<file path="config.mk">
export PLATFORM = sky130hd
export DESIGN_NAME = demux_sel_sequencer_flat
export DESIGN_NICKNAME = d
export VERILOG_FILES = /design/src/rtl/demux_sel_sequencer_if.sv /design/src/rtl/demux_sel_sequencer.sv /design/src/flat_wrapper.sv
export SDC_FILE = /design/constraint.sdc
export NUM_CORES = 1
export LEC_CHECK = 0
export BUFFER_PORTS_ARGS = -buffer_cell sky130_fd_sc_hd__buf_2
export CORE_AREA = 10 10 74 76
export DETAILED_ROUTE_END_ITERATION = 6
export DIE_AREA = 0 0 84 86
export PLACE_DENSITY = 0.69
export SLEW_MARGIN = 20
export SYNTH_ARGS = -nofsm -noshare
export SYNTH_HDL_FRONTEND = slang
export SYNTH_SLANG_ARGS = --single-unit
</file>
<file path="constraint.sdc">
create_clock -name clk -period 2.3 [get_ports clk]
set_input_delay 0.345 -clock clk [delete_from_list [all_inputs] [get_ports clk]]
set_output_delay 0.345 -clock clk [all_outputs]
set_load 0.05 [all_outputs]
</file>
<file path="src/rtl/demux_sel_sequencer_if.sv">
// demux_sel_sequencer_if: command handshake and demux-drive bundle for demux_sel_sequencer
interface demux_sel_sequencer_if #(
  parameter int LEN_W      = 4,
  parameter int FIFO_DEPTH = 4
);
  logic                          cmd_valid;
  logic                          cmd_ready;
  logic [1:0]                    cmd_ch;
  logic [LEN_W-1:0]              cmd_len;
  logic                          enable;
  logic [1:0]                    sig;
  logic                          done;
  logic                          busy;
  logic [$clog2(FIFO_DEPTH):0]   level;
  modport master (
    output cmd_valid, cmd_ch, cmd_len,
    input  cmd_ready, enable, sig, done, busy, level
  );
  modport slave (
    input  cmd_valid, cmd_ch, cmd_len,
    output cmd_ready, enable, sig, done, busy, level
  );
endinterface

</file>
<file path="src/rtl/demux_sel_sequencer.sv">
// demux_sel_sequencer: FIFO-buffered {channel,length} commands played out as enable bursts
module demux_sel_sequencer #(
  parameter int LEN_W      = 4,
  parameter int FIFO_DEPTH = 4,
  parameter int GAP_CYCLES = 1
) (
  input logic clk,
  input logic rst,
  demux_sel_sequencer_if.slave bus
);
  localparam int AW = $clog2(FIFO_DEPTH);
  localparam int LW = AW + 1;
  localparam logic [3:0] GLOAD = 4'((GAP_CYCLES == 0) ? 0 : GAP_CYCLES - 1);
  typedef enum logic [1:0] {IDLE, RUN, GAP} state_t;
  state_t state, nstate;
  logic [LEN_W+1:0] mem [FIFO_DEPTH];
  logic [AW-1:0] wp, rp;
  logic [LW-1:0] level;
  logic [LEN_W-1:0] cnt;
  logic [3:0] gcnt;
  logic enable_d, done_d;
  logic [1:0] sig_d;
  logic push, pop, empty;
  logic [LEN_W-1:0] head_len;
  logic [1:0] head_ch;
  assign empty = level == '0;
  assign bus.cmd_ready = !rst && level != LW'(FIFO_DEPTH);
  assign push = bus.cmd_valid && bus.cmd_ready;
  assign pop = state == IDLE && !empty;
  assign {head_ch, head_len} = mem[rp];
  assign bus.level = level;
  assign bus.busy = !empty || state != IDLE;
  always_ff @(posedge clk)
    if (push) mem[wp] <= {bus.cmd_ch, bus.cmd_len};
  always_ff @(posedge clk) begin
    if (rst) begin
      state <= IDLE;
      wp <= '0;
      rp <= '0;
      level <= '0;
      cnt <= '0;
      gcnt <= '0;
      bus.enable <= 1'b0;
      bus.sig <= 2'b00;
      bus.done <= 1'b0;
    end else begin
      state <= nstate;
      if (push) wp <= wp + AW'(1);
      if (pop) rp <= rp + AW'(1);
      if (push && !pop) level <= level + LW'(1);
      else if (pop && !push) level <= level - LW'(1);
      cnt <= pop ? head_len : (state == RUN) ? cnt - LEN_W'(1) : cnt;
      gcnt <= (nstate == GAP && state != GAP) ? GLOAD : (state == GAP) ? gcnt - 4'd1 : gcnt;
      bus.enable <= enable_d;
      bus.sig <= sig_d;
      bus.done <= done_d;
    end
  end
  // RUN is only entered with cnt>=1, so cnt==1 marks the last enable cycle
  always_comb
    nstate = (state == IDLE) ? (empty ? IDLE : (head_len == '0) ? GAP : RUN)
           : (state == RUN)  ? ((cnt == LEN_W'(1)) ? GAP : RUN)
           : ((gcnt == 4'd0) ? IDLE : GAP);
  // sig only reloads when a burst starts, so it never moves under enable or in IDLE
  always_comb begin
    enable_d = nstate == RUN;
    done_d = nstate == GAP && state != GAP;
    sig_d = (state == IDLE && nstate == RUN) ? head_ch : bus.sig;
  end
endmodule

</file>
<file path="src/flat_wrapper.sv">
// flat-port wrapper written by rule: the top's interface ports become plain ports
module demux_sel_sequencer_flat 
#(
  parameter int LEN_W      = 4,
  parameter int FIFO_DEPTH = 4,
  parameter int GAP_CYCLES = 1
)
  (clk, rst, bus_cmd_valid, bus_cmd_ch, bus_cmd_len, bus_cmd_ready, bus_enable, bus_sig, bus_done, bus_busy, bus_level);
  demux_sel_sequencer_if #(.LEN_W(LEN_W), .FIFO_DEPTH(FIFO_DEPTH)) bus_i ();
  input logic clk;
  input logic rst;
  input wire logic [$bits(bus_i.cmd_valid)-1:0] bus_cmd_valid;
  input wire logic [$bits(bus_i.cmd_ch)-1:0] bus_cmd_ch;
  input wire logic [$bits(bus_i.cmd_len)-1:0] bus_cmd_len;
  output wire logic [$bits(bus_i.cmd_ready)-1:0] bus_cmd_ready;
  output wire logic [$bits(bus_i.enable)-1:0] bus_enable;
  output wire logic [$bits(bus_i.sig)-1:0] bus_sig;
  output wire logic [$bits(bus_i.done)-1:0] bus_done;
  output wire logic [$bits(bus_i.busy)-1:0] bus_busy;
  output wire logic [$bits(bus_i.level)-1:0] bus_level;
  assign bus_i.cmd_valid = bus_cmd_valid;
  assign bus_i.cmd_ch = bus_cmd_ch;
  assign bus_i.cmd_len = bus_cmd_len;
  assign bus_cmd_ready = bus_i.cmd_ready;
  assign bus_enable = bus_i.enable;
  assign bus_sig = bus_i.sig;
  assign bus_done = bus_i.done;
  assign bus_busy = bus_i.busy;
  assign bus_level = bus_i.level;
  demux_sel_sequencer #(.LEN_W(LEN_W), .FIFO_DEPTH(FIFO_DEPTH), .GAP_CYCLES(GAP_CYCLES)) u_core (.clk(clk), .rst(rst), .bus(bus_i));
endmodule
</file>
==> impl_metrics.ini, run 1 <==
[clocking]
post_cts_buffers = 0
cts_buffers = 5
clockBufferDepth = 2
cts_sinks = 47
holdBufCountCts = 0
path_clk_slew_ps = 90
insertion_delay_ps = 300
htree_levels = 2
ctsResizeCount = 0
cts_tree = yes
cts_root_buf = clkbuf_8

[cells_and_area]
utilization = 0.587
insertedDiodeCount = 0
final_area_um2 = 2330
nNetsFinal = 204
fillers = 306
drive_above_1_share = 0.242
synthToLayoutAreaGrowth_pct = 13.0

[placed_design]
io_buffers = 17
place.gp.congestion = 0.811
place_ws_ps = 115
postPlaceCellArea_um2 = 2230
hpwl_um = 2810

[detailed_routing]
drt_iter0_drc = 123
via_per_inst = 5.40
wl_per_cell_um = 15.7
drtPass1Iterations = 4
drc = 0
routed_wl_um = 3700
drtAntennaViolNets = 0
num_vias = 1275

[critical_path]
critPathMaxFanout = 9
cp_data_arrival_time_ps = 2370
cpPeakStageDelay_ps = 380
endpoint_kind = register
cp_slowest_cell = dfxtp_4
path_cells = nor3_4 > nor3_4 > inv_2 > ha_1 > inv_1 > fa_1 > xor2_1 > or3_1 > a21oi_1
worstPathRequired_ps = 2540
cpMostUsedCell = nor3_4
start_kind = register
path_class = register to register
r2r_cells = 9

[sta]
hold_slack_ps = 253
clock.fmax_mhz = 469
finClkSkew_ps = 11.4
hold_viol_final = 0
slew_headroom = 0.708
slew_viol_final = 0
post-route-period-util = 0.926
worst_pin_slew_ps = 437
worst_slack_ps = 170
setup_violations = 0
fin_crit_ps = 2130

[worst_hold_path]
holdPathStages = 1
hold_path_class = input pin to register

[floorplanning]
ioPinCount = 18
start_util = 0.520
rows = 23
core_area_um2 = 3970
die_h_um = 86
dieArea_um2 = 7220
die_w_um = 84

[power_and_ir_drop]
leakagePower_nw = 0.905
cellPowerDensity_nw_per_um2 = 1170
power_mw = 2.72
vdd_drop_max_mv = 0.538

[synth]
synthCells = 162
yosysUniqueCellTypes = 43
ys_seq_area_frac = 0.572
ys_ff_latch = 47
synth.avg_cell_area_um2 = 12.7
synth_area_leaders = edfxtp_1, dfxtp_1, ha_1
synth_area_um2 = 2060
synth_commonest_cells = edfxtp_1, dfxtp_1, nor2_1, ha_1, inv_1
synth-async-reset-ratio = 0
post-synth-top-count-cell = edfxtp_1
synth_edf_count = 24
ys.flop_type = edfxtp_1
synth_top_cell_by_area = edfxtp_1
synth_fp_nets = 181
synth_top_area_frac = 0.349
synth_warnings = 0

[global_routing]
grtUsageTotal = 0.105
first_global_vias = 1293
grt_max_degree = 22
grt_pass1_wl_um = 6150
antenna_found_initial = 0
gr-total-overflow = 0

[run]
cap_violations = 0

[status]
status = completed
## critical path: cells and delay by family (launching register included)
family          cells  cell delay, ps
buf+inv             2             190
xor+xnor            1             180
flops               1             380
compound gates      1             140
simple gates        3             630
fa+ha+maj           2             560
## sequential cells by signal, summed over array words and instances, names as in the netlist, named ones only
name / cells
u_core.bus.enable: 1
u_core.wp: 2
u_core.gcnt: 4
u_core.bus.done: 1
u_core.bus.level: 3
u_core.state: 2
u_core.rp: 2
u_core.bus.sig: 2
u_core.mem: 24
u_core.cnt: 4
## final timing paths
kind / startpoint / end / slack (ps)
worst min register to register: u_core.bus.sig[0]$_SDFFE_PP0P_ / u_core.bus.sig[0]$_SDFFE_PP0P_ / 500
worst max-delay path: u_core.bus.level[0]$_SDFFE_PP0P_ / u_core.bus.level[2]$_SDFFE_PP0P_ / 170
worst min-delay path: bus_cmd_ch[0] / u_core.mem[1][4]$_DFFE_PP_ / 250
worst max register to register: u_core.bus.level[0]$_SDFFE_PP0P_ / u_core.bus.level[2]$_SDFFE_PP0P_ / 170
## report_power, final
| group | leakage [nW] | total [mW] | switching (mW) | internal [mW] |
|---|---|---|---|---|
| clock network | 0.0491 | 0.509 | 0.286 | 0.223 |
| registers | 0.408 | 1.16 | 0.130 | 1.03 |
| logic | 0.448 | 1.06 | 0.657 | 0.401 |
| total | 0.905 | 2.72 | 1.07 | 1.65 |
## per-layer routing
metal  up-vias  wire, um  track usage  part of all wire
met5         -         0            0                 0
li1        636         -            -                 -
met2        25      1860        0.178              0.50
met4         0        43       0.0411             0.012
met3         5       170       0.0360             0.046
met1       609      1620        0.119              0.44
## cells in the final DEF, fill, tap and decap left out, types with 4 or more instances in the layout
cell      instances
inv_1             9
nor2_1           19
dfxtp_1          21
edfxtp_1         24
o21ai_0           4
nor3b_1           4
mux4_2            4
a21oi_1           8
and2_1            4
clkbuf_8          5
nand2_1           5
buf_2            17
ha_1              9
buf_4             5
## cell families (layout without fill, tap and decap cells)
group,after synthesis,count (layout),synth area share
AND/OR/NAND/NOR,49,49,0.136
multiplexers,8,8,0.0794
adder cells (fa/ha/maj),10,10,0.0643
flip-flops,47,47,0.572
XOR/XNOR,6,6,0.0255
AO/OA/AOI/OAI,26,26,0.0898
buffers and inverters,16,40,0.0327
## through the flow
step	std cells	setup TNS [ps]
final	236	0
after global routing	236	-0.267
after CTS	236	0
after detailed placement	228	0
after global placement	228	0
after floorplan	162	0
## layout make-up
class | instances | area (um2) | area share
clock inverter | 3 | 26.3 | 0.0113
tap | 50 | 62.6 | 0.0268
timing repair buffer | 22 | 123 | 0.0526
clock buffer | 5 | 68.8 | 0.0295
sequential | 47 | 1190 | 0.510
inverter | 10 | 37.5 | 0.0161
multi-input combinational | 99 | 826 | 0.354
(Power assumes the default switching activity.)
==> inputs of run 2 (changes only) <==
MAX_ROUTING_LAYER = met4   (was not set)
==> impl_metrics.ini, run 2 (synthesis gave the netlist of run 1 again) <==
[run]
cap_violations = 0

[power_and_ir_drop]
pwr-share-comb = 0.389
clkPwrFrac = 0.187
swShare = 0.394
seqPwrFrac = 0.424
cellPowerDensity_nw_per_um2 = 1170
power_mw = 2.72
leakagePower_nw = 0.905
vdd_drop_max_mv = 0.537
p_int_mw = 1.65
power_switching_mw = 1.07

[sta]
hold_viol_final = 0
slew_viol_final = 0
fin_crit_ps = 2130
worst_slack_ps = 169
clock.fmax_mhz = 469
finClkSkew_ps = 12.0
slew_headroom = 0.709
worst_pin_slew_ps = 435
post-route-period-util = 0.927
setup_violations = 0
hold_slack_ps = 253

[floorplanning]
die_h_um = 86
start_util = 0.520
dieArea_um2 = 7220
rows = 23
core_area_um2 = 3970
die_w_um = 84
ioPinCount = 18

[placed_design]
place_ws_ps = 115
dpl.cell_count = 228
io_buffers = 17
place.gp.congestion = 0.823
hpwl_um = 2810

[clocking]
htree_levels = 2
clockBufferDepth = 2
cts_buffers = 5
insertion_delay_ps = 300
cts_tree = yes
cts_sinks = 47
cts_root_buf = clkbuf_8
ctsResizeCount = 0
path_clk_slew_ps = 90
holdBufCountCts = 0
post_cts_buffers = 0

[detailed_routing]
num_vias = 1289
routed_wl_um = 3720
drtPass1Iterations = 4
drc = 0
drt_iter0_drc = 121
drtAntennaViolNets = 0
via_per_inst = 5.46
wl_per_cell_um = 15.8

[cells_and_area]
mostFrequentLayoutCells = edfxtp_1, dfxtp_1, nor2_1
largest_reg_flops = 24
drive_above_1_share = 0.242
nNetsFinal = 204
insertedDiodeCount = 0
layout.cells.non_filler = 236
synthToLayoutAreaGrowth_pct = 13.0
final_common_cell = edfxtp_1
largest_registers = u_core.mem (24), u_core.cnt (4), u_core.gcnt (4)
regMostFlops = u_core.mem

[global_routing]
first_global_vias = 1294
gr-total-overflow = 0
grt_pass1_wl_um = 6150
grt_max_degree = 22
grtUsageTotal = 0.108
antenna_found_initial = 0

[status]
status = completed

[critical_path]
start_kind = register
path_class = register to register
worstPathRequired_ps = 2540
cp_data_arrival_time_ps = 2370
endpoint_kind = register
critPathMaxFanout = 9

[worst_hold_path]
hold_path_class = input pin to register
-- run 2: through the flow --
| stage | cell area (um2) | util | setup TNS (ps) |
|---|---|---|---|
| floorplan | 2080 | - | 0 |
| global placement | 2230 | 0.562 | 0 |
| detailed placement | 2230 | 0.562 | 0 |
| CTS | 2330 | 0.586 | 0 |
| global route | 2330 | 0.587 | -0.267 |
| finish | 2330 | 0.587 | 0 |
-- run 2: worst paths after layout --
path         slack, ps                               end  cells after the start                        startpoint
max reg2reg        170  u_core.bus.level[2]$_SDFFE_PP0P_                      9  u_core.bus.level[0]$_SDFFE_PP0P_
min reg2reg        500    u_core.bus.sig[0]$_SDFFE_PP0P_                      2    u_core.bus.sig[0]$_SDFFE_PP0P_
max                170  u_core.bus.level[2]$_SDFFE_PP0P_                      9  u_core.bus.level[0]$_SDFFE_PP0P_
min                250        u_core.mem[1][4]$_DFFE_PP_                      1                     bus_cmd_ch[0]
-- run 2: critical path: stages (launching register included) --
cell	delay, ps
dfxtp_4	380
nor3_4	230
nor3_4	100
inv_2	130
ha_1	190
inv_1	60
fa_1	370
xor2_1	180
or3_1	300
a21oi_1	140
-- run 2: layer usage --
layer  up-vias  track usage  share of wire
li1        640            -              -
met5         -            -              0
met3         5       0.0360          0.041
met1       619        0.119           0.44
met4         0       0.0411          0.011
met2        25        0.178           0.50
-- run 2: power groups by stage --
stage / Combinational, mW / Sequential, mW / Clock [mW]
detailed placement: 1.06 / 1.17 / 0
floorplan: 0.707 / 1.27 / 0
global placement: 1.02 / 1.15 / 0
global route: 1.15 / 1.17 / 0.566
CTS: 1.06 / 1.15 / 0.531
finish: 1.06 / 1.16 / 0.508
-- run 2: area by class of cell --
| cell class | count | area, um2 |
|---|---|---|
| clock inverters | 3 | 26.3 |
| inverters | 10 | 37.5 |
| flip-flops and latches | 47 | 1190 |
| clock buffers | 5 | 68.8 |
| fillers | 306 | 1640 |
| multi-input cells | 99 | 826 |
| repair buffers | 22 | 123 |
| well taps | 50 | 62.6 |
==> inputs of run 3 (changes only) <==
CORE_AREA = 10 10 70 72   (was 10 10 74 76)
DIE_AREA = 0 0 80 82   (was 0 0 84 86)
PLACE_DENSITY = 0.74   (was 0.69)
clock period = 2.65 ns   (was 2.3 ns; I/O delays follow)
==> impl_metrics.ini, run 3 (synthesis gave the netlist of run 1 again) <==
[critical_path]
cp_top_family = simple AND/OR/NAND/NOR gates
path_class = register to register
r2r_cells = 9
path_depth = 9
start_kind = register
cp_data_arrival_time_ps = 2690
worstPathRequired_ps = 2950
cpPeakStageDelay_ps = 420
path_cells = nor3_1 > nor3_4 > inv_2 > ha_1 > inv_1 > fa_1 > xor2_1 > or3_1 > a21oi_1
endpoint_kind = register
critPathMaxFanout = 9
cp_slowest_cell = nor3_1
reg2reg_setup_slack_ps = 260
critical_path_buf_inv_count = 2

[status]
status = completed

[floorplanning]
die_w_um = 80
rows = 22
dieArea_um2 = 6560
start_util = 0.577
ioPinCount = 18
die_h_um = 82
core_area_um2 = 3580

[cells_and_area]
mostFrequentLayoutCells = edfxtp_1, dfxtp_1, nor2_1
regMostFlops = u_core.mem
insertedDiodeCount = 0
nNetsFinal = 201
synthToLayoutAreaGrowth_pct = 10.4
fillers = 295
drive_above_1_share = 0.213
largest_registers = u_core.mem (24), u_core.cnt (4), u_core.gcnt (4)
final_common_cell = edfxtp_1
largest_reg_flops = 24

[global_routing]
grtUsageTotal = 0.122
antenna_found_initial = 0
grt_pass1_wl_um = 6000
grt_max_degree = 22
first_global_vias = 1330
gr-total-overflow = 0

[sta]
setup_violations = 0
worst_pin_slew_ps = 536
rsz0062_at_grt = false
clock.fmax_mhz = 419
hold_viol_final = 0
fin_tns_setup_ps = 0
fin_crit_ps = 2390
slew_viol_final = 0
finClkSkew_ps = 14.9
worst_slack_ps = 262
slew_headroom = 0.633
post-route-period-util = 0.901

[detailed_routing]
drtPass1Iterations = 4
drtAntennaViolNets = 0
routed_wl_um = 3560
num_vias = 1286
wl_per_cell_um = 15.4
drt_iter0_drc = 60
via_per_inst = 5.57
drc = 0

[clocking]
post_cts_buffers = 0
insertion_delay_ps = 360
htree_levels = 2
holdBufCountCts = 0
ctsResizeCount = 0
path_clk_slew_ps = 140
clockBufferDepth = 2
cts_tree = yes
cts_root_buf = clkbuf_4
cts_buffers = 5
cts_sinks = 47

[power_and_ir_drop]
cellPowerDensity_nw_per_um2 = 1020
leakagePower_nw = 0.881
power_mw = 2.31
vdd_drop_max_mv = 0.485

[placed_design]
place.gp.congestion = 0.771
hpwl_um = 2680
io_buffers = 17
place_ws_ps = 329

[run]
cap_violations = 0

[worst_hold_path]
hold_path_class = input pin to register
holdPathStages = 1
## run 3: cell types whose count changed in the layout (fill, tap and decap cells not counted), sizes merged
cell,before,now
inv,12,11
buf,22,19
bufinv,0,1
## run 3: layout make-up
class / count / area [um2] / area share
multi-input cells: 99 / 815 / 0.357
inverters: 10 / 37.5 / 0.0165
repair buffers: 19 / 100 / 0.0439
clock buffers: 5 / 37.5 / 0.0165
well taps: 48 / 60.1 / 0.0264
flip-flops and latches: 47 / 1180 / 0.518
clock inverters: 3 / 47.5 / 0.0209
## run 3: power by group
group	switching, mW	internal, mW	total (mW)
clock network	0.229	0.204	0.433
registers	0.118	0.884	1.00
logic	0.557	0.323	0.880
## run 3: worst paths after layout
| check | from | end |
|---|---|---|
| min reg2reg | u_core.bus.sig[0]$_SDFFE_PP0P_ | u_core.bus.sig[0]$_SDFFE_PP0P_ |
| min | bus_cmd_len[0] | u_core.mem[3][0]$_DFFE_PP_ |
| max | u_core.bus.level[0]$_SDFFE_PP0P_ | u_core.bus.level[2]$_SDFFE_PP0P_ |
| max reg2reg | u_core.bus.level[0]$_SDFFE_PP0P_ | u_core.bus.level[2]$_SDFFE_PP0P_ |
## run 3: routing by layer
metal | vias to the layer above | global-route usage | part of all wire
met5 | - | - | 0
met4 | 0 | 0.0651 | 0.018
met3 | 6 | 0.0360 | 0.045
met2 | 35 | 0.208 | 0.51
met1 | 619 | 0.124 | 0.42
li1 | 626 | - | -
## run 3: stage by stage
stage,instance area [um2],hold WS (ps),std cells,util
after CTS,2280,229,231,0.637
after global routing,2280,215,231,0.637
after detailed placement,2190,470,223,0.613
after global placement,2190,473,223,0.613
after floorplan,2060,448,162,-
final,2280,249,231,0.637
